File: src/rtl/dmem_arbiter.sv
// Data-memory arbiter: the CPU owns the single-port memory, and a host may
// steal idle cycles through a four-phase request/acknowledge handshake.
module dmem_arbiter #(
  parameter int STARVE_LIMIT = 8
) (
  input  logic        clock,
  input  logic        reset,
  input  logic        cpu_active,
  input  logic        cpu_mem_op,
  input  logic [7:0]  cpu_addr,
  input  logic        cpu_we,
  input  logic [15:0] cpu_dataout,
  output logic [15:0] cpu_datain,
  input  logic        h_req,
  input  logic        h_we,
  input  logic [7:0]  h_addr,
  input  logic [15:0] h_wdata,
  output logic        h_ack,
  output logic [15:0] h_rdata,
  output logic        h_starved,
  output logic [7:0]  m_addr,
  output logic        m_we,
  output logic [15:0] m_wdata,
  input  logic [15:0] m_rdata
);

  typedef enum logic [1:0] {IDLE, WAIT, DONE} state_t;

  localparam logic [3:0] LIMIT = 4'(STARVE_LIMIT);

  state_t      state;
  logic        hold_we;
  logic [7:0]  hold_addr;
  logic [15:0] hold_wdata;
  logic [3:0]  wait_cnt;
  logic [3:0]  next_cnt;
  logic        free_slot;
  logic        grant;

  assign free_slot = !cpu_active || !cpu_mem_op;
  assign grant     = (state == WAIT) && free_slot;

  // The host only borrows the memory port during its grant cycle; the CPU sees no stall.
  assign m_addr     = grant ? hold_addr  : cpu_addr;
  assign m_wdata    = grant ? hold_wdata : cpu_dataout;
  assign m_we       = grant ? hold_we    : cpu_we;
  assign cpu_datain = m_rdata;

  assign next_cnt = (wait_cnt == LIMIT) ? wait_cnt : wait_cnt + 4'd1;

  always_ff @(posedge clock or negedge reset) begin
    if (!reset) begin
      state      <= IDLE;
      hold_we    <= 1'b0;
      hold_addr  <= '0;
      hold_wdata <= '0;
      wait_cnt   <= '0;
      h_ack      <= 1'b0;
      h_rdata    <= '0;
      h_starved  <= 1'b0;
    end else begin
      case (state)
        IDLE: begin
          if (h_req) begin
            hold_we    <= h_we;
            hold_addr  <= h_addr;
            hold_wdata <= h_wdata;
            wait_cnt   <= '0;
            h_starved  <= 1'b0;
            state      <= WAIT;
          end
        end
        WAIT: begin
          if (free_slot) begin
            if (!hold_we) h_rdata <= m_rdata;
            h_ack     <= 1'b1;
            h_starved <= 1'b0;
            state     <= DONE;
          end else begin
            // h_starved is registered, so it is derived from the counter's next value.
            wait_cnt  <= next_cnt;
            h_starved <= (next_cnt == LIMIT);
          end
        end
        DONE: begin
          if (!h_req) begin
            h_ack <= 1'b0;
            state <= IDLE;
          end
        end
        default: begin
          h_ack     <= 1'b0;
          h_starved <= 1'b0;
          state     <= IDLE;
        end
      endcase
    end
  end

endmodule

File: config.mk
export PLATFORM = sky130hd
export DESIGN_NAME = dmem_arbiter
export DESIGN_NICKNAME = d
export VERILOG_FILES = /design/src/rtl/dmem_arbiter.sv
export SDC_FILE = /design/constraint.sdc
export NUM_CORES = 1
export LEC_CHECK = 0
export CAP_MARGIN = 0
export CORE_ASPECT_RATIO = 1.4
export CORE_MARGIN = 4
export CORE_UTILIZATION = 36
export CTS_CLUSTER_DIAMETER = 30
export DETAILED_ROUTE_END_ITERATION = 12
export PLACE_DENSITY = 0.78
export SLEW_MARGIN = 20
export SYNTH_ARGS = -nofsm -noshare
export SYNTH_HDL_FRONTEND = slang
export SYNTH_SLANG_ARGS = --single-unit
File: constraint.sdc
create_clock -name clock -period 1.55 [get_ports clock]
set_input_delay 0.3875 -clock clock [delete_from_list [all_inputs] [get_ports clock]]
set_output_delay 0.3875 -clock clock [all_outputs]
set_load 0.01 [all_outputs]
==> metrics.md, run 1 <==
| Metric | Value |
|---|---|
| Die X | 78.0 um |
| Slew @ Worst Pin | 0.325 ns |
| ANT cells | 0 |
| Via count | 1942 |
| Starting DRC count in detailed routing | 94 |
| R2r setup slk | -0.15 ns |
| RSZ-0062 raised after global routing | yes |
| Worst setup SP type | input port |
| DR pass1 iterations | 4 |
| Crit-path max FO | 8 |
| CTS tree | yes |
| Mapped Area | 0.00247 sq mm |
| Sequential share of the synthesized area | 0.497 |
| CP Capture Type | primary output |
| Crit Path Class | input port to primary output |
| Syn avg cell area | 13.9 sq um |
| Max cap viols | 0 |
| Slew headroom | 0.781 |
| Register bit total from synthesis | 49 |
| Starting Density | 0.373 |
| CTS buffer count | 5 |
| Slew Limit Fails | 0 |
| Post-Syn Nets | 251 |
| Die Y | 106 um |
| Vias/cell | 4.62 |
| Cell Rows | 35 |
| Highest-delay cell along the critical path | mux2_2 |
| Area grow syn2layout | 72.9% |
| Clock period minus worst slack | 1.99 ns |
| Gr ovfl total | 0 |
| Fin crit share | 1.28 |
| Power Density | 1500 mW/mm^2 |
| Bufs on Longest Clock Path | 2 |
| Die ar. | 0.00826 sq mm |
| Largest net degree at the start of global routing | 50 |
| Dpl hpwl | 4.69 mm |
| WP data required | 1.16 ns |
| Clk pwr share | 0.114 |
| Distinct cell type count after synthesis | 33 |
| Post-cts hold buffer count | 0 |
| Worst stage delay on the critical path | 0.35 ns |
| Pleak | 1.91 nW |
| Clock Skews | 0.00322 ns |
| Gpl congestion | 0.774 |
| Failing checks | negative setup slack |
| Worst-Skew Late Latency | 0.30 ns |
| Hold WC Path Type | input port to asynchronous set/reset pin |
| Vias in the first global route | 2072 |
| H-tree Lvls | 2 |
| Yosys warnings | 0 |
| Sw Ratio | 0.310 |
| Status | complete, but fails checks |
| PnR worst setup slack | -0.436 ns |
| Port-buffer cells | 129 |
| # IOs | 130 |
| Seq pwr share | 0.344 |
| Root buffer cell | clkbuf_8 |
| Initial antenna violation count | 0 |
| DP Area | 0.00392 sq mm |
| Final setup vio count | 41 |
| First-pass GRT wire length | 10.5 mm |
| VDD IR max | 849 uV |
| Hold WS | 0.0602 ns |
| Cell mode on critical path | buf_12 |
| Logic gate share of total power | 0.542 |
| Layout cells sized above 1 | 0.439 |
| Post-DRT Antenna Nets | 0 |
| Total GRT Usage | 0.159 |
| CTS sink count | 49 |
| DRT Wirelength | 6.67 mm |
| Mean routed wirelength per cell | 15.9 um |
| Internal power | 4.42 mW |
| Crit path cell chain | dlygate4sd2_1, nand2_2, nand3_4, buf_12, buf_12, mux2_2, buf_6 |
| Post-route cell area | 0.00427 sq mm |
| Cells after Synth | 178 |
| Final hold vios | 0 |
| Fmax | 0.504 GHz |
| DRC | 0 |
| Switching power | 1.98 mW |
| Nets | 400 |
| CP arrival | 1.60 ns |
| Core area | 0.00661 sq mm |
| Clock slew at reported path FFs | 0.09 ns |
-- through the flow --
| step | setup TNS (ns) | setup slack, ns | cells | util | total power, mW |
|---|---|---|---|---|---|
| after floorplan | -0.0144 | -0.00144 | 178 | - | 3.83 |
| after global placement | -43.35 | -0.932 | 399 | 0.593 | 5.26 |
| after detailed placement | -43.72 | -0.957 | 399 | 0.593 | 5.35 |
| after CTS | -12.08 | -0.453 | 413 | 0.627 | 6.33 |
| after global routing | -15.46 | -0.495 | 420 | 0.646 | 6.82 |
| final | -12.01 | -0.436 | 420 | 0.646 | 6.40 |
-- registers in the layout, indices dropped and copies added (netlist names) --
signal	count
h_ack	1
h_rdata	16
h_starved	1
hold_addr	8
hold_wdata	16
hold_we	1
state	2
wait_cnt	4
-- timing repair --
action,4_1_cts,5_1_grt
cloned,3,1
setup buffers,3,9
setup endpoints to repair,75,63
pin swaps,2,5
resized for setup,173,31
-- Yosys cell counts (all sizes together) --
master  instances  area [sq um]
nand2b          1          6.26
mux2           65           766
o22ai           1          6.26
o41ai           1          8.76
a21oi           1          5.00
nand3b          1          7.51
nand4           1          6.26
nor3b           1          18.8
and4b           1          10.0
o31ai           2          15.0
a22o            1          8.76
nand3           4          32.5
nand2           3          11.3
buf            22           180
a31oi           1          6.26
nand4b          1          8.76
nor2            3          27.5
a22oi           1          7.51
ha              2          25.0
a32o            1          10.0
clkbuf          1          3.75
dfrtp          49          1230
inv             7          26.3
and2            1          6.26
xnor2           1          8.76
mux2i           1          10.0
o21ai           4          20.0
-- logic make-up (layout without fill, tap and decap cells) --
group | Yosys count | count (layout) | share of synthesized area
adders and majority gates | 2 | 2 | 0.0101
xor gates and xnor gates | 1 | 1 | 0.00355
muxes | 66 | 66 | 0.314
buffers and inverters | 30 | 180 | 0.0851
and+or+nand+nor | 17 | 17 | 0.0547
AOI/OAI and AO/OA | 13 | 13 | 0.0355
DFF | 49 | 49 | 0.497
-- power by group through the flow --
stage / sequential (mW) / clock [mW] / combinational, mW
CTS: 2.20 / 0.774 / 3.35
global route: 2.28 / 0.832 / 3.70
global placement: 2.20 / 0 / 3.06
floorplan: 2.27 / 0 / 1.56
detailed placement: 2.23 / 0 / 3.12
finish: 2.20 / 0.732 / 3.47
-- cells in the final DEF, fill, tap and decap left out, types with 2 or more instances in the layout --
cell type and n:
buf_12 9, buf_2 3, buf_4 21, buf_6 27, clkbuf_1 2, clkbuf_8 5, clkdlybuf4s15_1 10, clkdlybuf4s50_1 67
dfrtp_1 49, dlygate4sd2_1 26, inv_1 4, inv_2 3, mux2_2 47, mux2_4 17, nand3_1 3, nor2_1 2
o21ai_0 4
-- worst paths after layout --
kind | endpoint | cells past startpoint | from
setup / recovery | m_addr[2] | 7 | cpu_active
hold / removal | h_rdata[14]$_DFFE_PN0P_ | 2 | reset
setup reg to reg | h_rdata[7]$_DFFE_PN0P_ | 8 | state[1]$_DFFE_PN0P_
hold reg to reg | h_rdata[4]$_DFFE_PN0P_ | 1 | h_rdata[4]$_DFFE_PN0P_
max in group asynchronous | h_rdata[4]$_DFFE_PN0P_ | 2 | reset
min in group clock | h_rdata[4]$_DFFE_PN0P_ | 1 | h_rdata[4]$_DFFE_PN0P_
-- per-layer routing --
metal  vias up  share of wire  GRT usage
li1        913              -          -
met1       942           0.40      0.194
met2        80           0.52      0.274
met3         7          0.071     0.0415
met4         0          0.010     0.0438
met5         -              0          0
-- final cells by class --
| type | count | area (sq um) |
|---|---|---|
| sequential | 49 | 1230 |
| fill | 513 | 2340 |
| clock inverter | 1 | 7.51 |
| clock buffer | 7 | 76.3 |
| multi-input combinational | 99 | 1110 |
| timing repair buffer | 165 | 1710 |
| tap | 92 | 115 |
| inverter | 7 | 26.3 |
-- worst max-delay path: cells and delay by family --
family	cells	cell delay [ns]
and+or+nand+nor	2	0.22
buffers and inverters	4	0.64
muxes	1	0.35
Power figures use the tool's default switching activity.
==> run 2, diff against run 1 <==
Settings changed: CORE_UTILIZATION 36 to 40, DONT_BUFFER_PORTS from default to 1, PLACE_DENSITY 0.78 to 0.57.
==> metrics.md, run 2 (synthesized netlist as in run 1, its figures left out) <==
| Metric | Value |
|---|---|
| Fmax | 0.572 GHz (was 0.504 GHz) |
| Port-buffer cells | 0 (was 129) |
| Hold WC Path Type | input port to register (was input port to asynchronous set/reset pin) |
| Largest net degree at the start of global routing | 50 (unchanged) |
| H-tree Lvls | 2 (unchanged) |
| RSZ-0062 raised after global routing | yes (unchanged) |
| CP bufs+invs | 1 (was 4) |
| Total GRT Usage | 0.147 (was 0.159) |
| R2R Path Start | state[1]$_DFFE_PN0P_ (unchanged) |
| Bufs on Longest Clock Path | 2 (unchanged) |
| R2r endpoint | h_rdata[12]$_DFFE_PN0P_ (was h_rdata[7]$_DFFE_PN0P_) |
| Final setup vio count | 41 (unchanged) |
| Layout cells sized above 1 | 0.574 (was 0.439) |
| Gpl congestion | 0.729 (was 0.774) |
| DRT Wirelength | 5.68 mm (was 6.67 mm) |
| Clk pwr share | 0.165 (was 0.114) |
| Vias in the first global route | 1612 (was 2072) |
| WP data required | 1.16 ns (about the same) |
| Power Density | 1910 mW/mm^2 (was 1500 mW/mm^2) |
| CTS buffer count | 5 (unchanged) |
| CTS tree | yes (unchanged) |
| Failing checks | negative setup slack (unchanged) |
| Cells on worst reg2reg path | 8 (unchanged) |
| Mean routed wirelength per cell | 21.8 um (was 15.9 um) |
| Max cap viols | 0 (unchanged) |
| VDD IR max | 965 uV (was 849 uV) |
| Top delay family on crit path | flip-flops (was buffers and inverters) |
| Worst-Skew Late Latency | 0.30 ns (about the same) |
| Dpl hpwl | 3.82 mm (was 4.69 mm) |
| Final hold vios | 0 (unchanged) |
| CP Depth | 3 (was 7) |
| Starting DRC count in detailed routing | 40 (was 94) |
| Setup TNS | -6.39 ns (was -12.01 ns) |
| FILL cells | 551 (was 513) |
| DR pass1 iterations | 4 (unchanged) |
| Dpl cells | 234 (was 399) |
| Clock period minus worst slack | 1.75 ns (was 1.99 ns) |
| Switching power | 1.80 mW (was 1.98 mW) |
| Highest-delay cell along the critical path | dfrtp_1 (was mux2_2) |
| CP Capture Type | primary output (unchanged) |
| Post-DRT Antenna Nets | 0 (unchanged) |
| Slew Limit Fails | 0 (unchanged) |
| Crit-path max FO | 3 (was 8) |
| Slew @ Worst Pin | 0.274 ns (was 0.325 ns) |
| Status | complete, but fails checks (unchanged) |
| CTS sink count | 49 (unchanged) |
| CP Launch Point | state[0]$_DFFE_PN0P_ (was cpu_active) |
| ANT cells | 0 (unchanged) |
| Clock slew at reported path FFs | 0.10 ns (was 0.09 ns) |
| DP Area | 0.00248 sq mm (was 0.00392 sq mm) |
| Fin crit share | 1.13 (was 1.28) |
| CP arrival | 1.36 ns (was 1.60 ns) |
| # IOs | 130 (unchanged) |
| Slew headroom | 0.815 (was 0.781) |
| Pleak | 1.26 nW (was 1.91 nW) |
| Worst setup SP type | register (was input port) |
| Vias/cell | 5.58 (was 4.62) |
| Die Y | 101 um (was 106 um) |
| Worst stage delay on the critical path | 0.41 ns (was 0.35 ns) |
| Gr ovfl total | 0 (unchanged) |
| Logic gate share of total power | 0.411 (was 0.542) |
| Biggest regs | h_rdata (16), hold_wdata (16), hold_addr (8) (unchanged) |
| Die ar. | 0.00751 sq mm (was 0.00826 sq mm) |
| Worst Setup EP | m_wdata[12] (was m_addr[2]) |
| Commonest cells after routing, fill and taps aside | mux2_2, dfrtp_1, mux2_4, buf_4 (was clkdlybuf4s50_1, dfrtp_1, mux2_2, buf_6, dlygate4sd2_1) |
| Area grow syn2layout | 17.7% (was 72.9%) |
| Core area | 0.00595 sq mm (was 0.00661 sq mm) |
| DRC | 0 (unchanged) |
| Starting Density | 0.415 (was 0.373) |
| Root buffer cell | clkbuf_8 (unchanged) |
| Nets | 262 (was 400) |
| Seq pwr share | 0.424 (was 0.344) |
| Crit Path Class | register to primary output (was input port to primary output) |
| Die X | 74.4 um (was 78.0 um) |
| Clock Skews | 0.0121 ns (was 0.00322 ns) |
| Crit path cell chain | nand3_4, buf_4, mux2_2 (was dlygate4sd2_1, nand2_2, nand3_4, buf_12, buf_12, mux2_2, buf_6) |
| Cell Rows | 33 (was 35) |
| First-pass GRT wire length | 8.42 mm (was 10.5 mm) |
| Layout Cells excl Fill | 260 (was 420) |
| R2r setup slk | -0.14 ns (was -0.15 ns) |
| Via count | 1450 (was 1942) |
| PnR worst setup slack | -0.200 ns (was -0.436 ns) |
| Sw Ratio | 0.324 (was 0.310) |
| Internal power | 3.76 mW (was 4.42 mW) |
| Initial antenna violation count | 0 (unchanged) |
| Post-route cell area | 0.00291 sq mm (was 0.00427 sq mm) |
==> run 2: cell count changes in the layout (fill, tap and decap cells not counted), sizes merged <==
| cell | before | now |
|---|---|---|
| clkinv | 0 | 1 |
| clkdlybuf4s15 | 10 | 0 |
| bufinv | 0 | 1 |
| buf | 61 | 24 |
| dlygate4sd2 | 26 | 0 |
| clkdlybuf4s50 | 67 | 0 |
| dlygate4sd3 | 0 | 1 |
| clkbuf | 8 | 7 |
==> run 2: area by class of cell <==
| cell class | instances | area [sq um] | area share |
|---|---|---|---|
| Sequential cell | 49 | 1230 | 0.422 |
| Multi-Input combinational cell | 99 | 1100 | 0.380 |
| Timing Repair Buffer | 27 | 345 | 0.119 |
| Tap cell | 70 | 87.6 | 0.0301 |
| Clock buffer | 5 | 68.8 | 0.0237 |
| Clock inverter | 3 | 46.3 | 0.0159 |
| Inverter | 7 | 26.3 | 0.00904 |
==> run 2: metrics by stage <==
stage / utilization / hold WS, ns / total power [mW] / setup slack [ns]
after floorplan: - / 0.0919 / 3.83 / -0.00144
after global placement: 0.417 / 0.0936 / 4.12 / -0.00903
after detailed placement: 0.417 / 0.0937 / 4.20 / -0.0556
after CTS: 0.458 / -0.247 / 5.38 / -0.220
after global routing: 0.489 / 0.203 / 5.92 / -0.269
final: 0.489 / 0.223 / 5.56 / -0.200
==> run 2: what timing repair did <==
item / 4_1_cts / 5_1_grt
setup endpoints to repair: 25 / 60
hold endpoints to repair: 49 / 49
gates cloned: 0 / 3
resized for setup: 13 / 12
pin swaps: 1 / 4
setup buffers: 7 / 6
==> run 2: per-layer routing <==
metal  vias up  track usage  routed length (um)  share of wire
met1       740        0.163                1940           0.34
met5         -            0                   0              0
met4         0       0.0521                  99          0.017
li1        638            -                   -              -
met3         7       0.0529                 426          0.075
met2        65        0.253                3210           0.57
==> run 2: power by group through the flow <==
| stage | Sequential [mW] | Combinational [mW] | Clock (mW) |
|---|---|---|---|
| floorplan | 2.27 | 1.56 | 0 |
| finish | 2.36 | 2.29 | 0.916 |
| CTS | 2.37 | 2.05 | 0.950 |
| global placement | 2.36 | 1.75 | 0 |
| global route | 2.45 | 2.46 | 1.01 |
| detailed placement | 2.39 | 1.81 | 0 |
==> run 2: worst min path at each step <==
stage / start / endpoint / slack, ns / cells after the start
6_report: m_rdata[7] / h_rdata[7]$_DFFE_PN0P_ / 0.22 / 1
3_3_place_gp: reset / hold_wdata[2]$_DFFE_PN0P_ / 0.09 / 0
3_5_place_dp: reset / hold_wdata[2]$_DFFE_PN0P_ / 0.09 / 0
2_1_floorplan: reset / h_ack$_DFFE_PN0P_ / 0.09 / 0
4_1_cts: reset / h_starved$_DFFE_PN0P_ / -0.25 / 0
5_1_grt: m_rdata[0] / h_rdata[0]$_DFFE_PN0P_ / 0.20 / 1
==> run 3, diff against run 2 <==
Settings changed: CAP_MARGIN 0 to 20, CORE_UTILIZATION 40 to 30, PLACE_DENSITY 0.57 to 0.46, SLEW_MARGIN 20 to default.
==> metrics.md, run 3 (synthesized netlist as in run 1, its figures left out) <==
| Metric | Value |
|---|---|
| Slew Limit Fails | 0 (unchanged) |
| CP Capture Type | primary output (unchanged) |
| Post-DRT Antenna Nets | 0 (unchanged) |
| CTS sink count | 49 (unchanged) |
| Fin crit share | 1.16 (was 1.13) |
| Crit-path max FO | 7 (was 3) |
| CP arrival | 1.42 ns (was 1.36 ns) |
| Vias/cell | 5.02 (was 5.58) |
| CP Launch Point | state[1]$_DFFE_PN0P_ (was state[0]$_DFFE_PN0P_) |
| Dpl hpwl | 4.08 mm (was 3.82 mm) |
| H-tree Lvls | 2 (unchanged) |
| VDD IR max | 667 uV (was 965 uV) |
| Layout Cells excl Fill | 286 (was 260) |
| First-pass GRT wire length | 8.22 mm (was 8.42 mm) |
| Final core occ | 0.361 (was 0.489) |
| DR pass1 iterations | 4 (unchanged) |
| R2r endpoint | h_rdata[3]$_DFFE_PN0P_ (was h_rdata[12]$_DFFE_PN0P_) |
| Port-buffer cells | 0 (unchanged) |
| Starting Density | 0.313 (was 0.415) |
| Die Y | 115 um (was 101 um) |
| R2r setup slk | -0.04 ns (was -0.14 ns) |
| Bufs on Longest Clock Path | 2 (unchanged) |
| Starting DRC count in detailed routing | 54 (was 40) |
| Hold WC Path Type | input port to register (unchanged) |
| # IOs | 130 (unchanged) |
| Vias in the first global route | 1578 (was 1612) |
| Cells on worst reg2reg path | 7 (was 8) |
| Fmax | 0.554 GHz (was 0.572 GHz) |
| Die ar. | 0.00976 sq mm (was 0.00751 sq mm) |
| Pleak | 1.21 nW (was 1.26 nW) |
| Clock period minus worst slack | 1.80 ns (was 1.75 ns) |
| Initial antenna violation count | 0 (unchanged) |
| PnR worst setup slack | -0.254 ns (was -0.200 ns) |
| Total GRT Usage | 0.108 (was 0.147) |
| Worst-Skew Late Latency | 0.30 ns (about the same) |
| Final hold vios | 0 (unchanged) |
| Gr ovfl total | 0 (unchanged) |
| ANT cells | 0 (unchanged) |
| Commonest cells after routing, fill and taps aside | mux2_2, dfrtp_1, mux2_4, buf_4 (unchanged) |
| Max cap viols | 0 (unchanged) |
| Largest net degree at the start of global routing | 50 (unchanged) |
| CTS buffer count | 5 (unchanged) |
| Failing checks | negative setup slack (unchanged) |
| Layout cells sized above 1 | 0.570 (was 0.574) |
| WP data required | 1.16 ns (about the same) |
| Worst Setup EP | m_wdata[7] (was m_wdata[12]) |
| Post-route cell area | 0.00285 sq mm (was 0.00291 sq mm) |
| Area grow syn2layout | 15.6% (was 17.7%) |
| Gpl congestion | 0.754 (was 0.729) |
| Via count | 1436 (was 1450) |
| Worst setup SP type | register (unchanged) |
| RSZ-0062 raised after global routing | yes (unchanged) |
| Slew headroom | 0.719 (was 0.815) |
| Clock Skews | 0.00513 ns (was 0.0121 ns) |
| R2R Path Start | state[1]$_DFFE_PN0P_ (unchanged) |
| Cell Rows | 38 (was 33) |
| Final setup vio count | 28 (was 41) |
| Biggest regs | h_rdata (16), hold_wdata (16), hold_addr (8) (unchanged) |
| Core area | 0.00789 sq mm (was 0.00595 sq mm) |
| Status | complete, but fails checks (unchanged) |
| Die X | 84.7 um (was 74.4 um) |
| Root buffer cell | clkbuf_8 (unchanged) |
| Nets | 258 (was 262) |
| Dpl cells | 264 (was 234) |
| DRC | 0 (unchanged) |
| DRT Wirelength | 5.82 mm (was 5.68 mm) |
| Most common cell after layout, fill and taps aside | mux2_2 |
| Power Density | 1860 mW/mm^2 (was 1910 mW/mm^2) |
| CTS tree | yes (unchanged) |
| Mean routed wirelength per cell | 20.4 um (was 21.8 um) |
| Slew @ Worst Pin | 0.417 ns (was 0.274 ns) |
| Crit Path Class | register to primary output (unchanged) |
| DP Area | 0.00253 sq mm (was 0.00248 sq mm) |
| Clock slew at reported path FFs | 0.10 ns (about the same) |
==> run 3: cell count changes in the layout (fill, tap and decap cells not counted), moves of 2 or more <==
cell / delta
buf_8: -2
buf_6: +3
buf_12: -2
mux2_4: -5
clkinvlp_4: +2
buf_4: -4
mux2_2: +5
==> run 3: worst max-delay path: stages (launching register included) <==
cell       delay [ns]
dfrtp_1          0.40
inv_2            0.08
nand3_4          0.13
clkbuf_16        0.20
mux2_2           0.31
==> run 3: through the flow <==
stage          TNS (ns)  power [mW]  setup WS (ns)  hold WS (ns)
2_1_floorplan   -0.0144        3.83       -0.00144        0.0919
3_3_place_gp     -0.432        4.16        -0.0308        0.0938
3_5_place_dp     -0.637        4.25        -0.0563        0.0937
4_1_cts           -6.70        5.04         -0.294        -0.246
5_1_grt           -8.74        5.65         -0.332         0.199
6_report          -5.80        5.32         -0.254         0.213
==> run 3: worst min-delay path by stage <==
stage	start	cells after the start	endpoint
2_1_floorplan	reset	0	h_ack$_DFFE_PN0P_
3_3_place_gp	reset	0	h_rdata[6]$_DFFE_PN0P_
3_5_place_dp	reset	0	h_rdata[3]$_DFFE_PN0P_
4_1_cts	reset	0	wait_cnt[1]$_DFFE_PN0P_
5_1_grt	m_rdata[10]	1	h_rdata[10]$_DFFE_PN0P_
6_report	h_wdata[7]	1	hold_wdata[7]$_DFFE_PN0P_
==> run 3: area by class of cell <==
class                           instances  area, sq um
Fill cell                             785         5040
Inverter                                7         26.3
Clock buffer                            5         68.8
Sequential cell                        49         1230
Multi-Input combinational cell         99         1080
Timing Repair Buffer                   23          304
Clock inverter                          3         22.5
Tap cell                              100          125
==> run 3: power breakdown <==
part           total, mW  internal (mW)  switching [mW]
combinational       2.20           1.32           0.875
clock              0.767          0.317           0.449
sequential          2.36           1.87           0.482
==> run 3: what timing repair did <==
item                                    CTS  global route
buffers inserted                          0            10
endpoints found under the setup margin   26            48
gates cloned                              0             4
endpoints found under the hold margin    49            49
resized for setup                         2            15
pin swaps                                 2             7
==> run 3: routing by layer <==
metal | vias to the layer above | global-route usage | share of wire
li1 | 627 | - | -
met1 | 707 | 0.109 | 0.35
met2 | 95 | 0.194 | 0.55
met3 | 7 | 0.0473 | 0.088
met4 | 0 | 0.0465 | 0.016
met5 | - | 0 | 0
